<file path="src/rtl/rv_rand_instr_gen.sv">
// rv_rand_instr_gen: reproducible LFSR-driven RV32I instruction source.
// Emits NOP_COUNT NOPs after reset, then ALU-imm / ALU-reg / LW / SW words
// derived from a 32-bit Galois LFSR over a valid/ready handshake, optionally
// stopping after MAX_INSTR words.
// Optional feature macro: STIM_HAZARD_AVOID_EN (scrubs sources that hit recent rd's).
module rv_rand_instr_gen #(
    parameter logic [31:0] SEED       = 32'h0000_01B4,
    parameter int unsigned NOP_COUNT  = 3,
    parameter int unsigned MAX_INSTR  = 0,
    parameter logic [3:0]  CLASS_MASK = 4'b1111,
    parameter int unsigned HAZ_WINDOW = 2
) (
    input  logic        clk,
    input  logic        reset_n,
    input  logic        en,
    output logic        instr_valid,
    input  logic        instr_ready,
    output logic [31:0] instr_bits,
    output logic [1:0]  instr_class,
    output logic [31:0] instr_count,
    output logic        done
);

    localparam logic [31:0] NOP_WORD = 32'h0000_0013;
    localparam logic [31:0] TAPS     = 32'h8020_0003;
    localparam logic [31:0] SEED_EFF = (SEED == 32'h0) ? 32'h1 : SEED;

    typedef enum logic [1:0] {S_NOP, S_GEN, S_DONE} state_e;

    if (CLASS_MASK == 4'b0000) begin : g_bad_mask
        $error("rv_rand_instr_gen: CLASS_MASK must enable at least one class");
    end
    if (HAZ_WINDOW == 0 || HAZ_WINDOW > 4) begin : g_bad_win
        $error("rv_rand_instr_gen: HAZ_WINDOW must be in 1..4");
    end

    function automatic logic [31:0] lfsr_step(input logic [31:0] r);
        return (r >> 1) ^ (r[0] ? TAPS : 32'h0);
    endfunction

    // A disabled class rolls forward to the next enabled one, wrapping at 3.
    function automatic logic [1:0] remap(input logic [1:0] c);
        logic [1:0] res;
        logic [1:0] cand;
        logic       hit;
        res = c;
        hit = 1'b0;
        for (int i = 0; i < 4; i++) begin
            cand = c + 2'(i);
            if (!hit && CLASS_MASK[cand]) begin
                res = cand;
                hit = 1'b1;
            end
        end
        return res;
    endfunction

    function automatic logic [31:0] encode(input logic [31:0] r, input logic [1:0] c);
        logic [11:0] imm;
        logic [11:0] off;
        logic [6:0]  f7;
        logic [2:0]  f3;
        imm = r[11:0];
        f3  = r[19:17];
        // shift-immediates keep only shamt (and the arithmetic bit for SRAI)
        if (f3 == 3'd1)      imm = imm & 12'h01F;
        else if (f3 == 3'd5) imm = imm & 12'h41F;
        f7  = ((f3 == 3'd0 || f3 == 3'd5) && r[10]) ? 7'h20 : 7'h00;
        // word-aligned offset into a 16-word data memory
        off = {6'b0, r[5:2], 2'b00};
        case (c)
            2'd0:    return {imm, r[16:12], f3, r[24:20], 7'h13};
            2'd1:    return {f7, r[29:25], r[16:12], f3, r[24:20], 7'h33};
            2'd2:    return {off, 5'd0, 3'b010, r[24:20], 7'h03};
            default: return {off[11:5], r[29:25], 5'd0, 3'b010, off[4:0], 7'h23};
        endcase
    endfunction

    state_e      state_q, state_d;
    logic [31:0] nop_cnt_q, nop_cnt_d;
    logic [31:0] lfsr_q, lfsr_d;
    logic        valid_q, valid_d;
    logic [31:0] bits_q, bits_d;
    logic [1:0]  class_q, class_d;
    logic [31:0] count_q, count_d;
    logic        done_q, done_d;

    logic        hs, gen_hs, load;
    logic [31:0] lfsr_src, word_raw, word_src;
    logic [1:0]  cls_src;

    assign hs     = valid_q & instr_ready;
    assign gen_hs = hs && (state_q == S_GEN);
    // The next word is built from the LFSR as it will be after this cycle,
    // so a fresh word is ready the cycle right after a transfer.
    assign lfsr_src = gen_hs ? lfsr_step(lfsr_q) : lfsr_q;
    assign cls_src  = remap(lfsr_src[31:30]);
    assign word_raw = encode(lfsr_src, cls_src);

`ifdef STIM_HAZARD_AVOID_EN
    logic [HAZ_WINDOW-1:0][4:0] hist_q, hist_src;
    logic [4:0]                 rd_acc;

    // SW has no rd; every other class keeps rd in [11:7] (x0 never matches)
    assign rd_acc = (class_q != 2'd3) ? bits_q[11:7] : 5'd0;

    function automatic logic [31:0] scrub(input logic [31:0] w, input logic [1:0] c,
                                          input logic [HAZ_WINDOW-1:0][4:0] h);
        logic [31:0] o;
        o = w;
        for (int i = 0; i < HAZ_WINDOW; i++) begin
            if (h[i] != 5'd0) begin
                if ((c == 2'd0 || c == 2'd1) && w[19:15] == h[i]) o[19:15] = 5'd0;
                if ((c == 2'd1 || c == 2'd3) && w[24:20] == h[i]) o[24:20] = 5'd0;
            end
        end
        return o;
    endfunction

    // rd history as the next word sees it, including the word accepted now
    always_comb begin
        hist_src = hist_q;
        if (gen_hs) begin
            hist_src[0] = rd_acc;
            for (int i = 1; i < HAZ_WINDOW; i++) hist_src[i] = hist_q[i-1];
        end
    end

    // rd history register
    always_ff @(posedge clk or negedge reset_n) begin
        if (!reset_n) hist_q <= '0;
        else          hist_q <= hist_src;
    end

    assign word_src = scrub(word_raw, cls_src, hist_src);
`else
    assign word_src = word_raw;
`endif

    // Next-state and output-register logic for NOP -> GEN -> DONE
    always_comb begin
        state_d   = state_q;
        nop_cnt_d = nop_cnt_q;
        lfsr_d    = lfsr_q;
        valid_d   = valid_q;
        bits_d    = bits_q;
        class_d   = class_q;
        count_d   = count_q;
        done_d    = done_q;
        load      = 1'b0;
        case (state_q)
            S_NOP: begin
                valid_d = 1'b1;
                bits_d  = NOP_WORD;
                class_d = 2'd0;
                if (NOP_COUNT == 0) begin
                    state_d = S_GEN;
                    load    = 1'b1;
                end else if (hs) begin
                    nop_cnt_d = nop_cnt_q + 32'd1;
                    if (nop_cnt_d == NOP_COUNT) begin
                        state_d = S_GEN;
                        load    = 1'b1;
                    end
                end
            end
            S_GEN: begin
                if (hs) begin
                    lfsr_d  = lfsr_src;
                    count_d = (count_q == 32'hFFFF_FFFF) ? count_q : count_q + 32'd1;
                    if (MAX_INSTR != 0 && count_d == MAX_INSTR) begin
                        state_d = S_DONE;
                        valid_d = 1'b0;
                        done_d  = 1'b1;
                    end else begin
                        load = 1'b1;
                    end
                end else if (!valid_q) begin
                    load = 1'b1;
                end
            end
            default: begin
                valid_d = 1'b0;
                done_d  = 1'b1;
            end
        endcase
        // en only decides whether a new word is raised; a raised word holds
        if (load) begin
            valid_d = en;
            if (en) begin
                bits_d  = word_src;
                class_d = cls_src;
            end
        end
    end

    // State and output registers
    always_ff @(posedge clk or negedge reset_n) begin
        if (!reset_n) begin
            state_q   <= S_NOP;
            nop_cnt_q <= '0;
            lfsr_q    <= SEED_EFF;
            valid_q   <= 1'b0;
            bits_q    <= NOP_WORD;
            class_q   <= 2'd0;
            count_q   <= '0;
            done_q    <= 1'b0;
        end else begin
            state_q   <= state_d;
            nop_cnt_q <= nop_cnt_d;
            lfsr_q    <= lfsr_d;
            valid_q   <= valid_d;
            bits_q    <= bits_d;
            class_q   <= class_d;
            count_q   <= count_d;
            done_q    <= done_d;
        end
    end

    assign instr_valid = valid_q;
    assign instr_bits  = bits_q;
    assign instr_class = class_q;
    assign instr_count = count_q;
    assign done        = done_q;

endmodule

</file>
<file path="config.mk">
export PLATFORM = sky130hd
export DESIGN_NAME = rv_rand_instr_gen
export DESIGN_NICKNAME = d
export VERILOG_FILES = /design/src/rtl/rv_rand_instr_gen.sv
export SDC_FILE = /design/constraint.sdc
export NUM_CORES = 1
export LEC_CHECK = 0
export ABC_AREA = 1
export ABC_CLOCK_PERIOD_IN_PS = 5200
export CAP_MARGIN = 15
export CORE_ASPECT_RATIO = 2
export CORE_UTILIZATION = 60
export DETAILED_ROUTE_END_ITERATION = 7
export HOLD_SLACK_MARGIN = 0.05
export PLACE_DENSITY = 0.93
export SLEW_MARGIN = 20
export SYNTH_ARGS = -nofsm -noshare
export SYNTH_HDL_FRONTEND = slang
export SYNTH_SLANG_ARGS = --single-unit
</file>
<file path="constraint.sdc">
create_clock -name clk -period 5.2 [get_ports clk]
set_input_delay 0.52 -clock clk [delete_from_list [all_inputs] [get_ports clk]]
set_output_delay 0.52 -clock clk [all_outputs]
set_load 0.005 [all_outputs]
</file>
Word-level counts from Yosys, hierarchy flattened
Index checks and enable logic that the tools add are counted.
{"block": "totals", "reg_bits": 133, "inputBits": 4, "output_inout_bits": 68, "word_cells": 77}
{"block": "classes", "n_addsub": 5, "n_lt_le_gt_ge": 4, "eq_ne": 7, "muxes": 33, "n_bitwise": 3, "reduce_logical": 17}
{"op": "2-to-1 mux 32 bit", "n": 5}
{"op": "case mux 32 bit (3 select lines)", "n": 1}
{"op": "adder 32 x 1 -> 32 bit (second input constant)", "n": 2}
{"op": "equality test 32 x 2 -> 1 bit (second input constant)", "n": 1}
{"op": "equality test 32 bit (second input constant)", "n": 1}
{"op": "bitwise XOR 31 x 32 -> 32 bit", "n": 1}
{"op": "2-to-1 mux 12 bit", "n": 2}
{"op": "< comparator 2 x 3 -> 1 bit (second input constant)", "n": 4}
{"op": "2-to-1 mux 1 bit", "n": 12}
{"op": "2-to-1 mux 2 bit", "n": 6}
{"op": "binary-select mux 1 bit (select 2 bit)", "n": 4}
{"op": "2-to-1 mux 6 bit", "n": 1}
{"op": "AND reduction 3 bit", "n": 2}
{"op": "logical AND 1 bit", "n": 5}
{"op": "adder 2 bit (second input constant)", "n": 2}
{"op": "logical NOT 2 bit", "n": 2}
{"op": "case mux 1 bit (2 select lines)", "n": 2}
{"op": "AND reduction 2 bit", "n": 2}
{"op": "equality test 3 x 1 -> 1 bit (second input constant)", "n": 1}
{"op": "equality test 3 bit (second input constant)", "n": 1}
{"op": "logical NOT 1 bit", "n": 3}
{"op": "logical NOT 3 bit", "n": 1}
{"op": "adder 2 x 1 -> 2 bit (second input constant)", "n": 1}
{"op": "equality test 2 x 1 -> 1 bit (second input constant)", "n": 1}
{"op": "other kinds (6)", "n": 6}

Longest topological paths before layout
Gate-level depths: netlist of run 1.
{"block": "depth", "word_depth": 19, "mapped_depth": 17, "mapped_depth_nobuf": 15}

Least setup slack after synthesis of run 1
No wires, ideal clock.
{"block": "synth_timing", "path_kind": "register to register", "start": "reg nop_cnt_q[1]", "end": "reg bits_q[21] (netlist: instr_bits[21])", "setup_time_ns": 0.066, "t_arrival_ns": 2.014, "required_ns": 5.134, "setup_slack_ns": 3.120, "path_stages_with_launch": 18, "path_buffers": 2, "period_less_slack_ns": 2.080, "cell_sequence": "dfrtp_1 -> ha_1 -> nand2_2 -> nor2_4 -> nand2_2 -> nor2_4 -> nand2_1 -> nand2_1 -> nand2_1 -> nor2_1 -> nand2_1 -> nor2_1 -> nand3_1 -> nand2_2 -> buf_6 -> buf_6 -> nand2_1 -> nand2_1"}
{"block": "synth_between", "elab_chain_len": 6}
{"item": "from (decl)", "line_no": "80", "source": "logic [31:0] nop_cnt_q, nop_cnt_d;"}
{"item": "from (signal assigned)", "line_no": "210", "source": "nop_cnt_q <= nop_cnt_d;"}
{"item": "adder 32 x 1 -> 32 bit", "line_no": "160", "source": "nop_cnt_d = nop_cnt_q + 32'd1;"}
{"item": "equality test 32 x 2 -> 1 bit", "line_no": "161", "source": "if (nop_cnt_d == NOP_COUNT) begin"}
{"item": "2-to-1 mux 1 bit", "line_no": "161"}
{"item": "2-to-1 mux 1 bit", "line_no": "159", "source": "end else if (hs) begin"}
{"item": "case mux 1 bit (2 select lines)", "line_no": "151", "source": "case (state_q)"}
{"item": "2-to-1 mux 32 bit", "line_no": "188", "source": "if (load) begin"}
{"item": "named net bits_d[21]", "line_no": "83", "source": "logic [31:0] bits_q, bits_d;"}
{"item": "to (signal assigned)", "line_no": "213", "source": "bits_q <= bits_d;"}
{"item": "to (decl)", "line_no": "83"}
The timed path passes the listed nets, and every way through them passes these cells.
A chain may end at the register's enable or synchronous reset.

Worst setup path after layout of run 1
{"block": "layout_timing", "start": "in instr_ready", "end": "reg bits_q[9] (netlist: instr_bits[9])"}
{"block": "layout_between", "elab_chain_len": 19, "elab_cells_between_ends": 35, "classes_between": "add/sub (3); eq/ne (2); mux (21); bitwise (1); reduce/logical (8)"}
{"item": "from (decl)", "line_no": "17", "source": "input logic instr_ready,"}
{"item": "bitwise AND 1 bit (*)", "line_no": "92", "source": "assign hs = valid_q & instr_ready;"}
{"item": "parallel branches: the longest is 17 deep, another holds adder 2 x 1 -> 2 bit"}
{"item": "2-to-1 mux 32 bit (*)", "line_no": "188"}
{"item": "named net bits_d[9]", "line_no": "83"}
Mark *: on every way through the listed nets, which the timed path passes. The select of a mux whose other input is x is not followed.

==> results by group, run 1 <==
Worst setup path
  – Slowest-stage cell, CP: inv_1
  – Worst r2r src: instr_valid
  – Endpoint class of the critical path: flop
  – Crit path required time: 5.56 ns
  – Crit-path cells: clkdlybuf4s50_1 > nand2_1 > nor2_1 > buf_4 > inv_1 > o21ai_1 > inv_1 > nand2_1 > o21ai_0 > nand2_1 > nand2_1 > nand2_1 > nand2_1
  – Crit Path Max Fanout: 33
  – Crit path arrival time: 3.53 ns
  – Max incr delay on CP: 0.65 ns
  – Startpoint types: input port
  – Crit Path Class: in2reg
  – Cell mode on critical path: nand2_1
  – Crit path from: instr_ready

CTS
  – Post-CTS Setup Bufs: 0
  – Num CTS Buffers: 17
  – CTS tree: done
  – H-tree levels: 4
  – Worst-skew pair later-pin latency: 0.43 ns
  – Worst-path clk slew: 0.06 ns
  – CTS sink cnt: 132
  – Longest Clk Path Bufs: 2
  – Post-CTS Resized: 0
  – Post-CTS Hold Fix Bufs: 0
  – Root Driver: clkbuf_16

Logic synthesis
  – Area leader, netlist: dfrtp_1
  – Avg Cell Area, Syn: 7.48 um2
  – Sequential area share after synthesis: 0.472
  – Synth Instances: between 900 and 1000
  – Post-synthesis cell area: roughly 0.007 mm2
  – Cells taking the most area after synthesis: dfrtp_1 44%, nand2_1 18%, nand3_1 6.8%
  – Ys Warns: 0
  – Unique cell type count in the Yosys netlist: 35
  – Post-synth top area share: 0.442
  – Syn nets: 944
  – Synth Register Bits: 132

Timing
  – Achievable frequency: between 0.3 and 0.4 GHz
  – Unrepaired setup endpoints after global routing: no
  – Final setup fails: 0
  – WHS: between 0.15 and 0.2 ns
  – Min Tclk post-route: 3.16 ns
  – Final WS setup: 2.04 ns
  – Setup Total Neg Slack: 0 ns
  – Final Max Slew Viols: 0
  – Least-Margin Pin Slew: 1.08 ns
  – Fin. Hold Viols: 0
  – Crit share post-route: 0.608
  – Max-Slew Margin vs Limit: 0.273
  – Setup Skew: approximately 0.01 ns

Place
  – Post-DP HPWL: 12.4 mm
  – PortBufs: 70
  – Cell total after placement: 1121
  – Post-place instance area: between 0.007 and 0.008 mm2
  – Gpl congestion: 0.971
  – DP Worst Slack: 1.76 ns

Routing
  – DRT Pass-1 Iters: 6
  – Routed WL per cell: 16.1 um
  – Number of remaining DRC errors: 0
  – 1st-iter DRT viols: 548
  – Vias per inst: between 5 and 6
  – WL final: about 19 mm
  – Routed Antenna Nets: 0
  – Vias post-DR: ~6600

Final layout
  – Post-Layout Cell Count: 1153
  – Core Util, Final: 0.735
  – Commonest non-fill, non-tap cell in the layout: nand2_1
  – Antenna fix cells: 0
  – Design Area, Final: ~0.0083 mm2
  – Most frequent cells in the layout: 334 x nand2_1, 123 x dfrtp_1, 95 x nand3_1, 80 x nor2_1, 78 x inv_1
  – Syn-to-layout area delta: 18.9%
  – Layout Nets: 1005
  – Fillers: 803
  – Share of cells above drive strength 1: 0.0682
  – Register area: 0.00331 mm2
  – Multi-input logic area: 0.00325 mm2

Global route
  – Initial antenna violation count: 0
  – GR Overflow Total: 0
  – Gr usage total: 0.328
  – First-pass GRT wire length: a little over 30 mm
  – Largest net degree at the start of global routing: 63
  – Vias in the first global route: 6437

Power and ir drop
  – Peak supply drop: 0.000303 V
  – Post-layout power: ~3 mW
  – P per Cell Area: around 370 mW/mm2
  – Leakage: 4.15 nW

Die
  – Die X: 78.4 um
  – Top Ports: 72
  – DIE AREA: 0.0122 mm2
  – # rows: 55
  – Initial Utilization: 0.618
  – Core area: about 0.011 mm2
  – Die Ht: 155 um

Job
  – MaxCap Viol Count: 0

Hold path
  – Hold Path Class: in2async

Status
  – Outcome: complete, no violations
## synthesized netlist by cell type, drive strengths merged
cell type and count:
a21oi 3, a22oi 2, a31oi 4, and2 3, buf 7, clkbuf 26, clkinv 2, conb 1
dfrtp 124, dfstp 8, ha 3, inv 79, mux2i 2, nand2 339, nand3 95, nand3b 4
nand4 12, nor2 90, nor3 15, nor3b 1, nor4 3, o211ai 5, o21ai 61, o21bai 1
or2 6, xnor2 12, xor2 29
## worst paths after layout
check	to	slack, ns	cells after the start
max	instr_bits[9]	2.04	13
min reg2reg	instr_bits[1]	0.45	2
min in group clk	instr_bits[1]	0.45	2
max in group asynchronous	state_q[0]	3.95	2
min	instr_bits[26]	0.17	1
max reg2reg	instr_bits[9]	2.22	12
## cell type report
cell class,count,area share
multi-input cells,691,0.390
flip-flops and latches,132,0.397
inverters,81,0.0365
clock inverters,14,0.0155
clock buffers,18,0.0515
repair buffers,75,0.0882
well taps,142,0.0213
## registers in the layout, indices dropped and copies added (netlist names)
signal       cells
nop_cnt_q       32
lfsr_q          32
instr_bits      32
instr_count     32
state_q          1
instr_class      2
instr_valid      1
## power breakdown
group | internal (mW) | switching [mW] | total [mW]
combinational | 0.274 | 0.333 | 0.607
clock | 0.662 | 0.489 | 1.15
sequential | 1.19 | 0.127 | 1.32
## cells by family (layout without fill, tap and decap cells)
group | Yosys count | after routing | synth area share
compound gates | 76 | 76 | 0.0583
xor+xnor | 41 | 41 | 0.0512
fa+ha+maj | 3 | 3 | 0.00535
buf+inv | 114 | 188 | 0.0644
flops | 132 | 132 | 0.472
mux | 2 | 2 | 0.00285
other cells | 1 | 1 | 0.000535
simple gates | 568 | 568 | 0.345
## per-layer routing
layer,GRT usage,share of wire,vias up
met5,0,0,-
met4,0.208,0.059,0
met3,0.0639,0.047,92
met2,0.589,0.54,275
met1,0.344,0.35,3102
li1,-,-,3096
## worst max-delay path: cells and delay by family
family,cells,cell delay (ns)
buffers and inverters,4,1.69
AND/OR/NAND/NOR,7,0.75
AO/OA/AOI/OAI,2,0.55
(Power assumes the default switching activity.)
==> run 2, diff against run 1 <==
--- a/config.mk
+++ b/config.mk
@@ -6,13 +6,13 @@
 export NUM_CORES = 1
 export LEC_CHECK = 0
 export ABC_AREA = 1
-export ABC_CLOCK_PERIOD_IN_PS = 5200
+export ABC_CLOCK_PERIOD_IN_PS = 2700
 export CAP_MARGIN = 15
 export CORE_ASPECT_RATIO = 2
-export CORE_UTILIZATION = 60
+export CORE_UTILIZATION = 52
 export DETAILED_ROUTE_END_ITERATION = 7
 export HOLD_SLACK_MARGIN = 0.05
-export PLACE_DENSITY = 0.93
+export PLACE_DENSITY = 0.86
 export SLEW_MARGIN = 20
 export SYNTH_ARGS = -nofsm -noshare
 export SYNTH_HDL_FRONTEND = slang
==> constraint.sdc (replaced) <==
create_clock -name clk -period 2.7 [get_ports clk]
set_input_delay 0.27 -clock clk [delete_from_list [all_inputs] [get_ports clk]]
set_output_delay 0.27 -clock clk [all_outputs]
set_load 0.005 [all_outputs]
==> results by group, run 2 (synthesis gave the netlist of run 1 again) <==
Final layout
  – Antenna fix cells: 0 (unchanged)
  – Most frequent cells in the layout: 334 x nand2_1, 122 x dfrtp_1, 95 x nand3_1, 79 x nor2_1, 78 x inv_1
  – Design Area, Final: 0.00858 mm2 (+2.9%)
  – Core Util, Final: 0.657 (-0.0776)
  – Syn-to-layout area delta: 22.4%
  – Layout Nets: 1020 (+1.5%)
  – Commonest non-fill, non-tap cell in the layout: nand2_1
  – Share of cells above drive strength 1: 0.0839 (+0.0157)
  – Fillers: 1026 (+28%)

Worst setup path
  – Worst r2r src: nop_cnt_q[1]
  – Endpoint class of the critical path: flop
  – Crit-path cells: ha_2 > nand2_2 > nor2_4 > nand2_2 > nor2_4 > nand2_1 > nand2_1 > nand2_1 > nor2_1 > nand2_1 > nor2_1 > nand3_1 > nand2_2 > buf_12 > nand2_1 > nand2_1
  – Cell mode on critical path: nand2_1
  – Slowest-stage cell, CP: dfrtp_2
  – Crit Path Class: reg2reg
  – Crit path from: nop_cnt_q[1]
  – Max incr delay on CP: 0.42 ns (-0.23 ns)
  – Crit path arrival time: 2.84 ns (-0.69 ns)
  – Startpoint types: flop
  – Top Family by Delay on Critical Path: simple AND/OR/NAND/NOR gates
  – Crit Path Max Fanout: 29 (-12%)
  – CP bufs+invs: 1 (-3)
  – Crit path required time: 3.05 ns (-2.51 ns)

Global route
  – Initial antenna violation count: 0 (unchanged)
  – Largest net degree at the start of global routing: 58 (-7.9%)
  – First-pass GRT wire length: 29.9 mm (-1.8%)
  – GR Overflow Total: 0 (unchanged)
  – Vias in the first global route: 6465 (+0.43%)
  – Gr usage total: 0.269 (-0.0594)

CTS
  – Longest Clk Path Bufs: 2 (unchanged)
  – H-tree levels: 4 (unchanged)
  – CTS sink cnt: 132 (unchanged)
  – Num CTS Buffers: 17 (unchanged)
  – Worst-path clk slew: 0.06 ns (about the same)
  – Worst-skew pair later-pin latency: 0.42 ns (about the same)
  – Root Driver: clkbuf_16
  – CTS tree: done

Die
  – Core area: 0.0131 mm2 (+15%)
  – Die Ht: 166 um (+7.3%)
  – Initial Utilization: 0.537 (-0.0809)
  – Top Ports: 72 (unchanged)
  – DIE AREA: 0.0140 mm2 (+15%)
  – Die X: 84.1 um (+7.2%)
  – # rows: 59 (+7.3%)

Timing
  – Max-Slew Margin vs Limit: 0.561 (+0.288)
  – Setup Skew: 0.00785 ns (-0.00221 ns)
  – Crit share post-route: 0.921
  – Fin. Hold Viols: 0 (unchanged)
  – Least-Margin Pin Slew: 0.655 ns (-0.430 ns)
  – Min Tclk post-route: 2.49 ns
  – Unrepaired setup endpoints after global routing: no
  – Final WS setup: 0.215 ns (-1.82 ns)
  – Final setup fails: 0 (unchanged)
  – Achievable frequency: 0.402 GHz
  – Setup Total Neg Slack: 0 ns (unchanged)
  – Final Max Slew Viols: 0 (unchanged)

Place
  – Post-DP HPWL: 12.7 mm (+2.3%)
  – PortBufs: 70 (unchanged)
  – DP Worst Slack: 0.105 ns (-1.66 ns)
  – Post-place instance area: 0.00794 mm2 (+2.0%)
  – Gpl congestion: 0.983 (+1.3%)

Power and ir drop
  – Post-layout power: 6.20 mW (+100%)
  – Peak supply drop: 0.000679 V (+120%)
  – P per Cell Area: 723 mW/mm2 (+96%)
  – Leakage: 4.26 nW (+2.8%)

Routing
  – WL final: 18.2 mm (-2.0%)
  – Routed WL per cell: 15.4 um (-4.0%)
  – Vias post-DR: 6583 (+0.27%)
  – Routed Antenna Nets: 0 (unchanged)
  – DRT Pass-1 Iters: 7 (+1)
  – Number of remaining DRC errors: 8 (+8)
  – Vias per inst: 5.59 (-1.8%)
  – 1st-iter DRT viols: 570 (+4.0%)

Job
  – MaxCap Viol Count: 0 (unchanged)

Status
  – Failing checks: design-rule violations
  – Outcome: finished, violations left

Hold path
  – Hold Path Class: in2async
[run 2: changes by cell type in the layout (fill, tap and decap cells not counted), sizes merged]
cell and change:
dlygate4sd3 +1, clkinvlp -1, buf +14, bufinv +3, inv -3, clkbuf +1, clkinv -1
[run 2: layer usage]
metal / track usage / part of all wire / routed length, um
met1: 0.276 / 0.36 / 6460
met2: 0.499 / 0.55 / 10100
met3: 0.0467 / 0.040 / 721
met4: 0.160 / 0.051 / 921
met5: 0 / 0 / 0
[run 2: per-stage QoR]
step	hold WS [ns]	instances
after global placement	0.245	1145
after floorplan	-0.0256	937
final	0.348	1177
after detailed placement	0.245	1145
after CTS	0.346	1177
after global routing	0.397	1177
[run 2: cell type report]
| class | instances | area [um2] | share of cell area |
|---|---|---|---|
| multi-input cells | 691 | 3260 | 0.379 |
| inverters | 81 | 304 | 0.0354 |
| flip-flops and latches | 132 | 3320 | 0.386 |
| well taps | 152 | 190 | 0.0222 |
| clock buffers | 19 | 453 | 0.0528 |
| clock inverters | 12 | 178 | 0.0207 |
| repair buffers | 90 | 888 | 0.103 |
[run 2: where the power goes]
part	switching [mW]	internal (mW)	leakage [nW]	total, mW
registers	0.250	2.29	1.60	2.54
logic	0.634	0.557	2.35	1.19
clock network	0.878	1.59	0.309	2.47
total	1.76	4.44	4.26	6.20
[run 2: what timing repair did]
item | 4_1_cts | 5_1_grt
gates resized for setup | 0 | 3
endpoints found under the hold margin | 29 | 0
setup buffers | 0 | 0
hold buffers | 1 | 0
setup endpoints to repair | 0 | 29
[run 2: worst paths after layout]
| path | endpoint | slack [ns] | cells after the start |
|---|---|---|---|
| setup / recovery | instr_bits[28] | 0.21 | 16 |
| hold / removal | instr_bits[28] | 0.35 | 2 |
| setup reg to reg | instr_bits[28] | 0.21 | 16 |
| hold reg to reg | instr_bits[0] | 0.45 | 2 |
| max in group asynchronous | instr_bits[4] | 1.57 | 3 |
| min in group clk | instr_bits[0] | 0.45 | 2 |
==> run 3, diff against run 2 <==
--- a/config.mk
+++ b/config.mk
@@ -10,6 +10,7 @@
 export CAP_MARGIN = 15
 export CORE_ASPECT_RATIO = 2
 export CORE_UTILIZATION = 52
+export CTS_BUF_LIST = sky130_fd_sc_hd__clkbuf_16
 export DETAILED_ROUTE_END_ITERATION = 7
 export HOLD_SLACK_MARGIN = 0.05
 export PLACE_DENSITY = 0.86
==> results by group, run 3 (synthesis gave the netlist of run 1 again) <==
Final layout
  – Fillers: 1031 (+0.49%)
  – Most frequent cells in the layout: 334 x nand2_1, 122 x dfrtp_1, 95 x nand3_1, 79 x nor2_1, 78 x inv_1
  – Syn-to-layout area delta: 22.1%
  – Design Area, Final: 0.00856 mm2 (-0.23%)
  – Core Util, Final: 0.655 (-0.00153)
  – Antenna fix cells: 0 (unchanged)
  – Layout Nets: 1020 (unchanged)
  – Commonest non-fill, non-tap cell in the layout: nand2_1
  – Share of cells above drive strength 1: 0.0820 (-0.00195)

Die
  – Top Ports: 72 (unchanged)
  – Die X: 84.1 um (unchanged)
  – Initial Utilization: 0.537 (unchanged)
  – DIE AREA: 0.0140 mm2 (unchanged)
  – # rows: 59 (unchanged)
  – Die Ht: 166 um (unchanged)
  – Core area: 0.0131 mm2 (unchanged)

Worst setup path
  – Startpoint types: flop
  – R2R Setup Slk: 0.23 ns (+0.02 ns)
  – Worst r2r path cells: 16 (unchanged)
  – Crit Path Max Fanout: 29 (unchanged)
  – Crit path arrival time: 2.82 ns (-0.02 ns)
  – Crit Path Class: reg2reg
  – Worst r2r src: nop_cnt_q[1]
  – Endpoint class of the critical path: flop
  – Crit path from: nop_cnt_q[1]
  – Crit path required time: 3.05 ns (about the same)
  – RR Endpoint: instr_bits[28]

CTS
  – CTS sink cnt: 132 (unchanged)
  – H-tree levels: 4 (unchanged)
  – Longest Clk Path Bufs: 2 (unchanged)
  – Post-CTS Setup Bufs: 0 (unchanged)
  – CTS tree: done
  – Worst-path clk slew: 0.06 ns (about the same)
  – Worst-skew pair later-pin latency: 0.42 ns (about the same)
  – Root Driver: clkbuf_16
  – Num CTS Buffers: 17 (unchanged)

Global route
  – Gr usage total: 0.270 (+0.000740)
  – Met1 GRT Util: 0.275 (-0.00132)
  – GR Overflow Total: 0 (unchanged)
  – Initial antenna violation count: 0 (unchanged)
  – Largest net degree at the start of global routing: 58 (unchanged)
  – First-pass GRT wire length: 29.9 mm (+0.16%)
  – Vias in the first global route: 6470 (+0.077%)
  – GRT met2 Usage: 0.500 (+0.00107)
  – Gr busiest metal: met2
  – Met3 Track Usage GR: 0.0472 (+0.000497)

Timing
  – Fin. Hold Viols: 0 (unchanged)
  – Max-Slew Margin vs Limit: 0.556 (-0.00443)
  – Least-Margin Pin Slew: 0.661 ns (+0.00660 ns)
  – Final setup fails: 0 (unchanged)
  – Setup Total Neg Slack: 0 ns (unchanged)
  – Final Max Slew Viols: 0 (unchanged)
  – Crit share post-route: 0.914 (-0.00660)
  – Achievable frequency: 0.405 GHz (+0.72%)
  – Min Tclk post-route: 2.47 ns (-0.0178 ns)
  – Unrepaired setup endpoints after global routing: no
  – Setup Skew: 0.00732 ns (-0.000531 ns)

Power and ir drop
  – Peak supply drop: 0.000691 V (+1.8%)
  – Leakage: 4.25 nW (-0.26%)
  – P per Cell Area: 717 mW/mm2 (-0.77%)
  – Post-layout power: 6.14 mW (-1.0%)

Status
  – Outcome: finished, violations left
  – Failing checks: design-rule violations

Hold path
  – Hold Path Class: in2async

Routing
  – Routed Antenna Nets: 0 (unchanged)
  – Number of remaining DRC errors: 8 (unchanged)
  – DRT Pass-1 Iters: 7 (unchanged)
  – Routed WL per cell: 15.4 um (about the same)
  – 1st-iter DRT viols: 528 (-7.4%)
  – WL final: 18.2 mm (about the same)
  – Vias per inst: 5.59 (about the same)
  – Vias post-DR: 6580 (-0.046%)

Place
  – Post-DP HPWL: 12.7 mm (unchanged)
  – Gpl congestion: 0.983 (unchanged)
  – PortBufs: 70 (unchanged)
  – Post-place instance area: 0.00794 mm2 (unchanged)

Job
  – MaxCap Viol Count: 0 (unchanged)
## run 3: cell types whose count changed in the layout (fill, tap and decap cells not counted)
cell	previous run	this run
clkbuf_8	2	0
clkinv_1	2	4
## run 3: area by class of cell
type / count / area, um2 / area share
flip-flops and latches: 132 / 3320 / 0.387
inverters: 81 / 304 / 0.0355
multi-input cells: 691 / 3260 / 0.380
well taps: 152 / 190 / 0.0222
clock buffers: 17 / 425 / 0.0497
clock inverters: 14 / 185 / 0.0216
repair buffers: 90 / 888 / 0.104
## run 3: worst max path at each step
stage                                end  slack (ns)
final                     instr_bits[28]        0.23
after CTS                 instr_bits[28]        0.18
after detailed placement  instr_bits[10]        0.11
after global routing       instr_bits[5]        0.05
after floorplan           instr_bits[21]        0.62
after global placement    instr_bits[10]        0.14
## run 3: timing repair
| item | 4_1_cts | 5_1_grt |
|---|---|---|
| endpoints found under the hold margin | 29 | 0 |
| resized for setup | 0 | 3 |
| hold buffers | 1 | 0 |
| endpoints found under the setup margin | 0 | 29 |
## run 3: routing by layer
metal  part of all wire  wire [um]  vias to the layer above
met5                  0          0                        -
met4              0.052        948                        0
met3              0.041        740                       74
met2               0.56      10100                      239
met1               0.35       6380                     3138
li1                   -          -                     3129
## run 3: critical path, cell delays in order (launching register included)
cell and delay, ns:
dfrtp_2 0.42, ha_2 0.24, nand2_2 0.08, nor2_4 0.15, nand2_2 0.14, nor2_4 0.18, nand2_1 0.07, nand2_1 0.05
nand2_1 0.07, nor2_1 0.12, nand2_1 0.10, nor2_1 0.12, nand3_1 0.18, nand2_2 0.13, buf_12 0.18, nand2_1 0.08
nand2_1 0.07
## run 3: stage by stage
stage          std cells  setup WS, ns  hold slack (ns)
4_1_cts             1177         0.177            0.346
5_1_grt             1177        0.0501            0.397
3_5_place_dp        1145         0.105            0.245
2_1_floorplan        937         0.620          -0.0256
3_3_place_gp        1145         0.136            0.245
6_report            1177         0.232            0.350
## run 3: power breakdown
part	switching, mW	internal [mW]	leakage (nW)	total [mW]
Sequential	0.253	2.29	1.60	2.55
Combinational	0.633	0.557	2.35	1.19
Clock	0.871	1.53	0.298	2.40
Total	1.76	4.38	4.25	6.14
